===== config.mk =====
export PLATFORM = sky130hd
export DESIGN_NAME = vehicle_counter
export DESIGN_NICKNAME = d
export VERILOG_FILES = /design/src/rtl/vehicle_pkg.sv /design/src/rtl/sensor_channel.sv /design/src/rtl/vehicle_counter.sv
export SDC_FILE = /design/constraint.sdc
export NUM_CORES = 1
export LEC_CHECK = 0
export BUFFER_PORTS_ARGS = -buffer_cell sky130_fd_sc_hd__buf_2
export CORE_UTILIZATION = 60
export DETAILED_ROUTE_END_ITERATION = 6
export PLACE_DENSITY = 0.78
export SKIP_LAST_GASP = 1
export SLEW_MARGIN = 30
export SYNTH_ARGS = -nofsm -noshare
export SYNTH_HDL_FRONTEND = slang
export SYNTH_HIERARCHICAL = 1
export SYNTH_SLANG_ARGS = --single-unit

===== constraint.sdc =====
create_clock -name clk -period 6.39 [get_ports clk]
set_input_delay 0.3195 -clock clk [delete_from_list [all_inputs] [get_ports clk]]
set_output_delay 0.3195 -clock clk [all_outputs]
set_load 0.02 [all_outputs]

===== src/rtl/vehicle_pkg.sv =====
// Shared constants for the vehicle counter: debounce FSM encoding, channel indices, count width.
package vehicle_pkg;

    localparam int CNT_W  = 4;
    localparam int NUM_CH = 4;

    localparam int CH_NS = 0;
    localparam int CH_SN = 1;
    localparam int CH_EW = 2;
    localparam int CH_WE = 3;

    localparam logic [1:0] ST_IDLE = 2'b00;
    localparam logic [1:0] ST_RISE = 2'b01;
    localparam logic [1:0] ST_HELD = 2'b10;
    localparam logic [1:0] ST_FALL = 2'b11;

    typedef logic [CNT_W-1:0] count_t;

endpackage


===== src/rtl/sensor_channel.sv =====
// One sensor lane: 2-flop synchronizer, debounce FSM, wrapping car count and arrival strobe.
// States: IDLE no car | RISE qualifying arrival | HELD car present | FALL qualifying departure
module sensor_channel
    import vehicle_pkg::*;
#(
    parameter int DEB_CYCLES = 500_000
) (
    input  logic   clk,
    input  logic   reset,
    input  logic   sensor_i,
    input  logic   clr_i,
    output count_t count_o,
    output logic   pulse_o
);

    localparam int DC_W = (DEB_CYCLES > 1) ? $clog2(DEB_CYCLES) : 1;
    localparam logic [DC_W-1:0] DC_LAST = DC_W'(DEB_CYCLES - 1);

    logic            s1_q, s2_q;
    logic [1:0]      state_q, state_d;
    logic [DC_W-1:0] dc_q, dc_d;
    count_t          count_q, count_d;
    logic            pulse_q, pulse_d;
    logic            inc;

    always_comb begin
        state_d = state_q;
        dc_d    = dc_q;
        inc     = 1'b0;
        case (state_q)
            ST_IDLE: begin
                if (s2_q) begin
                    state_d = ST_RISE;
                    dc_d    = '0;
                end
            end
            ST_RISE: begin
                if (!s2_q) begin
                    state_d = ST_IDLE;
                end else if (dc_q == DC_LAST) begin
                    state_d = ST_HELD;
                    inc     = 1'b1;
                end else begin
                    dc_d = dc_q + 1'b1;
                end
            end
            ST_HELD: begin
                if (!s2_q) begin
                    state_d = ST_FALL;
                    dc_d    = '0;
                end
            end
            ST_FALL: begin
                // A high sample here is release bounce: return to HELD without counting.
                if (s2_q) begin
                    state_d = ST_HELD;
                end else if (dc_q == DC_LAST) begin
                    state_d = ST_IDLE;
                end else begin
                    dc_d = dc_q + 1'b1;
                end
            end
            default: state_d = ST_IDLE;
        endcase
        count_d = clr_i ? '0 : count_q + {{(CNT_W-1){1'b0}}, inc};
        pulse_d = inc;
    end

    always_ff @(posedge clk) begin
        if (!reset) begin
            s1_q    <= 1'b0;
            s2_q    <= 1'b0;
            state_q <= ST_IDLE;
            dc_q    <= '0;
            count_q <= '0;
            pulse_q <= 1'b0;
        end else begin
            s1_q    <= sensor_i;
            s2_q    <= s1_q;
            state_q <= state_d;
            dc_q    <= dc_d;
            count_q <= count_d;
            pulse_q <= pulse_d;
        end
    end

    assign count_o = count_q;
    assign pulse_o = pulse_q;

endmodule


===== src/rtl/vehicle_counter.sv =====
// Four independent debounced car counters feeding the intersection controller's count inputs.
module vehicle_counter
    import vehicle_pkg::*;
#(
    parameter int DEB_CYCLES = 500_000
) (
    input  logic             clk,
    input  logic             reset,
    input  logic             sensor_ns,
    input  logic             sensor_sn,
    input  logic             sensor_ew,
    input  logic             sensor_we,
    input  logic             clr,
    output logic [CNT_W-1:0] count_ns_4b,
    output logic [CNT_W-1:0] count_sn_4b,
    output logic [CNT_W-1:0] count_ew_4b,
    output logic [CNT_W-1:0] count_we_4b,
    output logic [NUM_CH-1:0] car_pulse
);

    logic [NUM_CH-1:0] sens;
    count_t            cnt [NUM_CH];

    assign sens[CH_NS] = sensor_ns;
    assign sens[CH_SN] = sensor_sn;
    assign sens[CH_EW] = sensor_ew;
    assign sens[CH_WE] = sensor_we;

    for (genvar g = 0; g < NUM_CH; g++) begin : g_ch
        sensor_channel #(
            .DEB_CYCLES(DEB_CYCLES)
        ) u_ch (
            .clk     (clk),
            .reset   (reset),
            .sensor_i(sens[g]),
            .clr_i   (clr),
            .count_o (cnt[g]),
            .pulse_o (car_pulse[g])
        );
    end

    assign count_ns_4b = cnt[CH_NS];
    assign count_sn_4b = cnt[CH_SN];
    assign count_ew_4b = cnt[CH_EW];
    assign count_we_4b = cnt[CH_WE];

endmodule


Word level (Yosys, flattened, before mapping)
Index checks and enable logic that the tools add are counted.

Flip-flop bits (word level): 112. Word-level logic and storage cells: 150.

Add/subtract/negate cells: 8. Eq/ne operators: 40. Multiplexer cells: 64. Bitwise logic cells: 1. Reduce and logical (&&, ||, !) cells: 13.

Operator list (count): 2-to-1 mux 19 bit (20); one-hot mux 19 bit (4 select lines) (4); adder 19 x 1 -> 19 bit, second input constant (4); equality test 19 bit, second input constant (4); 2-to-1 mux 2 bit (24); one-hot mux 2 bit (4 select lines) (4); AND reduction 4 bit (8); adder 4 x 1 -> 4 bit (4); equality test 2 bit, second input constant (8); inequality test 2 x 1 -> 1 bit, second input constant (8); inequality test 2 bit, second input constant (8); 2-to-1 mux 1 bit (12); inequality test 3 x 1 -> 1 bit, second input constant (4); inequality test 3 bit, second input constant (4); equality test 2 x 1 -> 1 bit, second input constant (4); zero test 2 bit (4); OR reduction 2 bit (1); NOT 1 bit (1).

Longest topological paths before layout
Depth after elaboration: 5. Gate-level depth with buffers: 9. Mapped depth without buffers: 9.

By module
The synthesis kept the hierarchy.

By module, submodules not included: sensor_channel (instances 4, cells an instance 137, area an instance 1326.3 um^2).

Least setup slack after synthesis
No wires, ideal clock.

Kind: flip-flop to flip-flop. Start point: register g_ch[0].u_ch.dc_q[5]. End point: register g_ch[0].u_ch.count_q[2]. Library setup time: 116 ps. Arrival time: 1935 ps. Required time: 6274 ps. Path slack: 4339 ps. Stages on the path, launching flop included: 9. Path buffers: 0. Period minus slack after synthesis: 2051 ps. Cell sequence: dfxtp_1 > or4b_4 > nor4_4 > nand3_1 > nor3b_2 > ha_1 > ha_1 > xnor2_1 > nor2_1.

Cells in the longest elaborated chain, start to end: 5.

Ends and longest elaborated chain: start: declaration (RTL line sensor_channel.sv:21) `logic [DC_W-1:0] dc_q, dc_d;`; start signal: assignment (RTL line sensor_channel.sv:74) `dc_q <= '0;`; start signal: assignment (RTL line sensor_channel.sv:81) `dc_q <= dc_d;`; equality test 19 bit (RTL line sensor_channel.sv:40) `end else if (dc_q == DC_LAST) begin`; 2-to-1 mux 1 bit (RTL line sensor_channel.sv:40); 2-to-1 mux 1 bit (RTL line sensor_channel.sv:38) `if (!s2_q) begin`; 2-to-1 mux 1 bit (RTL line sensor_channel.sv:30) `case (state_q)`; named net g_ch[0].u_ch.inc (RTL line sensor_channel.sv:24) `logic inc;`; adder 4 x 1 -> 4 bit (RTL line sensor_channel.sv:65) `count_d = clr_i ? '0 : count_q + {{(CNT_W-1){1'b0}}, inc};`; end signal: assignment (RTL line sensor_channel.sv:82) `count_q <= count_d;`; end: declaration (RTL line sensor_channel.sv:22) `count_t count_q, count_d;`.

The timed path passes the listed nets, and every way through them passes these cells. A chain may end at the register's enable or synchronous reset.

Final worst setup path
Start point: register g_ch[3].u_ch.dc_q[5]. End point: register g_ch[3].u_ch.count_q[2].

Cells in the longest elaborated chain, start to end: 5.

Ends and longest elaborated chain (RTL line): start: declaration (sensor_channel.sv:21); start signal: assignment (sensor_channel.sv:74); start signal: assignment (sensor_channel.sv:81); equality test 19 bit (sensor_channel.sv:40); 2-to-1 mux 1 bit (sensor_channel.sv:40); 2-to-1 mux 1 bit (sensor_channel.sv:38); 2-to-1 mux 1 bit (sensor_channel.sv:30); named net g_ch[3].u_ch.inc (sensor_channel.sv:24); adder 4 x 1 -> 4 bit (sensor_channel.sv:65); end signal: assignment (sensor_channel.sv:82); end: declaration (sensor_channel.sv:22).

The timed path passes the listed nets, and every way through them passes these cells.

==> impl_metrics.json <==
{
  "p_per_area_nw_per_um2": 213,
  "fin_nets": 594,
  "cts_sinks": 112,
  "rsz0062_at_grt": "no",
  "p_total_mw": 1.21,
  "via_per_inst": 6.01,
  "ios": 27,
  "start_util_pct": 63.3,
  "cts_htree_levels": 3,
  "cts.reportedPaths.clkPinSlew_ns": 0.10,
  "diodes": 0,
  "post_cts_buffers": 0,
  "cts_made_buffers": 9,
  "netlist_area_um2": 5310,
  "clockBufferDepth": 2,
  "fin_tns_setup_ns": 0,
  "drive_gt1_share_pct": 16.9,
  "preCtsSetupSlack_ns": 4.07,
  "cp.arrival_ns": 2.61,
  "insertion_delay_ns": 0.37,
  "synth_top_area_cell": "dfxtp_1",
  "ys_types": 42,
  "outcome": "finished clean",
  "die_y_um": 96.0,
  "vias": 4116,
  "fmax_ghz": 0.426,
  "async_flop_share_pct": 0,
  "die_w_um": 96.0,
  "postRouteAntennaNets": 0,
  "rows": 33,
  "n_fill_cell": 675,
  "finalSetupViolCount": 0,
  "cts_resized": 0,
  "crit_type": "reg -> reg",
  "wl_mm": 9.78,
  "grt_max_degree": 49,
  "cp-start-kind": "flop",
  "synthTopCellsByArea": "dfxtp_1 (42%), o31ai_1 (4.0%), nor2_1 (3.4%), xnor2_1 (3.3%), xor2_1 (3.3%)",
  "hold_path_class": "in -> reg",
  "avgRoutedWirePerCell_um": 14.3,
  "slew_headroom_pct": 42.7,
  "critPathCaptureType": "flop",
  "core_um2": 8380,
  "track_usage_pct": 22.2,
  "cts_hold_buffers": 0,
  "grt_first_pass_wirelength_mm": 16.3,
  "worst_pin_slew_ns": 0.854,
  "antenna_found_initial": 0,
  "synth.top_cell.area_share_pct": 42.3,
  "dp_hpwl_mm": 6.66,
  "die_area_um2": 9220,
  "area_growth_pct": 7.03,
  "syn_nets": 567,
  "drt_iter0_markers": 111,
  "routabilityCongestion": 0.816,
  "cap_viol_max_count": 0,
  "p_leak_nw": 1.92,
  "cp_max_fo": 5,
  "fin_crit_sh_pct": 36.7,
  "maxSlewViolCount": 0,
  "ys_ff_latch": 112,
  "ys.flop_type": "dfxtp_1",
  "grt_pass1_vias": 3699,
  "peakVddDrop_v": 0.000135,
  "overflow": 0,
  "fin_ws_ns": 4.04,
  "syn-instance-count": 548,
  "ys_warn_count": 6,
  "period_minus_slack_ns": 2.35,
  "hold_violations": 0,
  "synth_edf_count": 0,
  "root_buffer": "clkbuf_8",
  "cts_tree": "built",
  "syn_avg_cell_area_um2": 9.68,
  "dr.pass1.iters": 5,
  "finClkSkew_ns": 0.0115,
  "cp.required_ns": 6.65,
  "numPortBuffers": 26,
  "drc": 0,
  "ys_seq_area_share_pct": 42.3
}
## cell type report
type / instances / area [µm²] / share of cell area [%]
clock buffer: 10 / 138 / 2.42
clock inverter: 6 / 91.3 / 1.61
inverter: 20 / 75.1 / 1.32
multi-input combinational: 404 / 2860 / 50.3
sequential: 112 / 2240 / 39.5
tap: 105 / 131 / 2.31
timing repair buffer: 28 / 145 / 2.56
## registers in the layout, indices dropped and copies added (netlist names), named ones only
register and count:
g_ch.u_ch/count_o 16, g_ch.u_ch/dc_q 76, g_ch.u_ch/pulse_o 4, g_ch.u_ch/s1_q 4, g_ch.u_ch/s2_q 4, g_ch.u_ch/state_q 4
## routing by layer
metal | track usage, % | wire length (µm)
met5 | 0 | 0
met4 | 5.72 | 81
met3 | 4.58 | 393
met2 | 38.7 | 4710
met1 | 27.8 | 4600
## logic make-up (layout without fill, tap and decap cells)
kind of cell,Yosys count,after routing,synth area share [%]
AOI/OAI and AO/OA,104,104,14.7
xor gates and xnor gates,40,40,6.60
adders and majority gates,12,12,2.83
buffers and inverters,32,64,4.06
DFF,112,112,42.3
muxes,12,12,2.36
and+or+nand+nor,236,236,27.2
## critical path: stages (launching register included)
cell	delay, ns
dfxtp_1	0.37
or4b_4	0.56
nor4_4	0.24
nand3_1	0.21
nor3b_2	0.31
ha_1	0.22
ha_1	0.16
xnor2_1	0.11
nor2_1	0.05
## where the power goes
part | switching [mW] | total (mW) | internal [mW]
Sequential | 0.00245 | 0.703 | 0.701
Combinational | 0.0234 | 0.0350 | 0.0116
Clock | 0.236 | 0.469 | 0.234
## metrics by stage
stage	hold slack (ns)	cell area [µm²]	util, %	std cells
detailed placement	0.427	5440	64.9	669
CTS	0.138	5670	67.7	685
finish	0.154	5680	67.7	685
floorplan	0.412	5310	-	548
global placement	0.420	5440	64.9	669
global route	0.150	5680	67.7	685
## synth_stat cells, types with 8 or more instances
cell type / count
dfxtp_1: 112
o31ai_1: 28
or3_2: 8
nor2_1: 48
nand3_1: 28
inv_1: 20
nand2_1: 36
mux2i_1: 8
o41a_1: 8
or4_1: 20
xor2_1: 20
nand4_1: 12
a32oi_1: 8
and2_1: 16
a21oi_1: 28
o21ai_0: 12
ha_1: 12
nor4_1: 12
xnor2_1: 20
## layout by cell type (no fill, tap or decap), types with 8 or more instances in the layout
cell	instances
buf_2	26
a21oi_1	28
clkbuf_8	10
nor2_1	48
nor4_1	12
nand4_1	12
nand2_1	36
o31ai_1	28
mux2i_1	8
xnor2_1	20
inv_1	20
dfxtp_1	112
nand3_1	28
ha_1	12
and2_1	16
xor2_1	20
or3_2	8
or4_1	20
o41a_1	8
a32oi_1	8
o21ai_0	10
## final timing paths
| path | slack, ns | start | endpoint | cells after the start |
|---|---|---|---|---|
| setup / recovery | 4.04 | g_ch[3].u_ch/dc_q[5] | g_ch[3].u_ch/count_o[2] | 8 |
| hold / removal | 0.15 | sensor_ew | g_ch[2].u_ch/s1_q | 2 |
| setup reg to reg | 4.04 | g_ch[3].u_ch/dc_q[5] | g_ch[3].u_ch/count_o[2] | 8 |
| hold reg to reg | 0.44 | g_ch[1].u_ch/s1_q | g_ch[1].u_ch/s2_q | 1 |
Note: power is estimated with default switching activity, not from simulation.
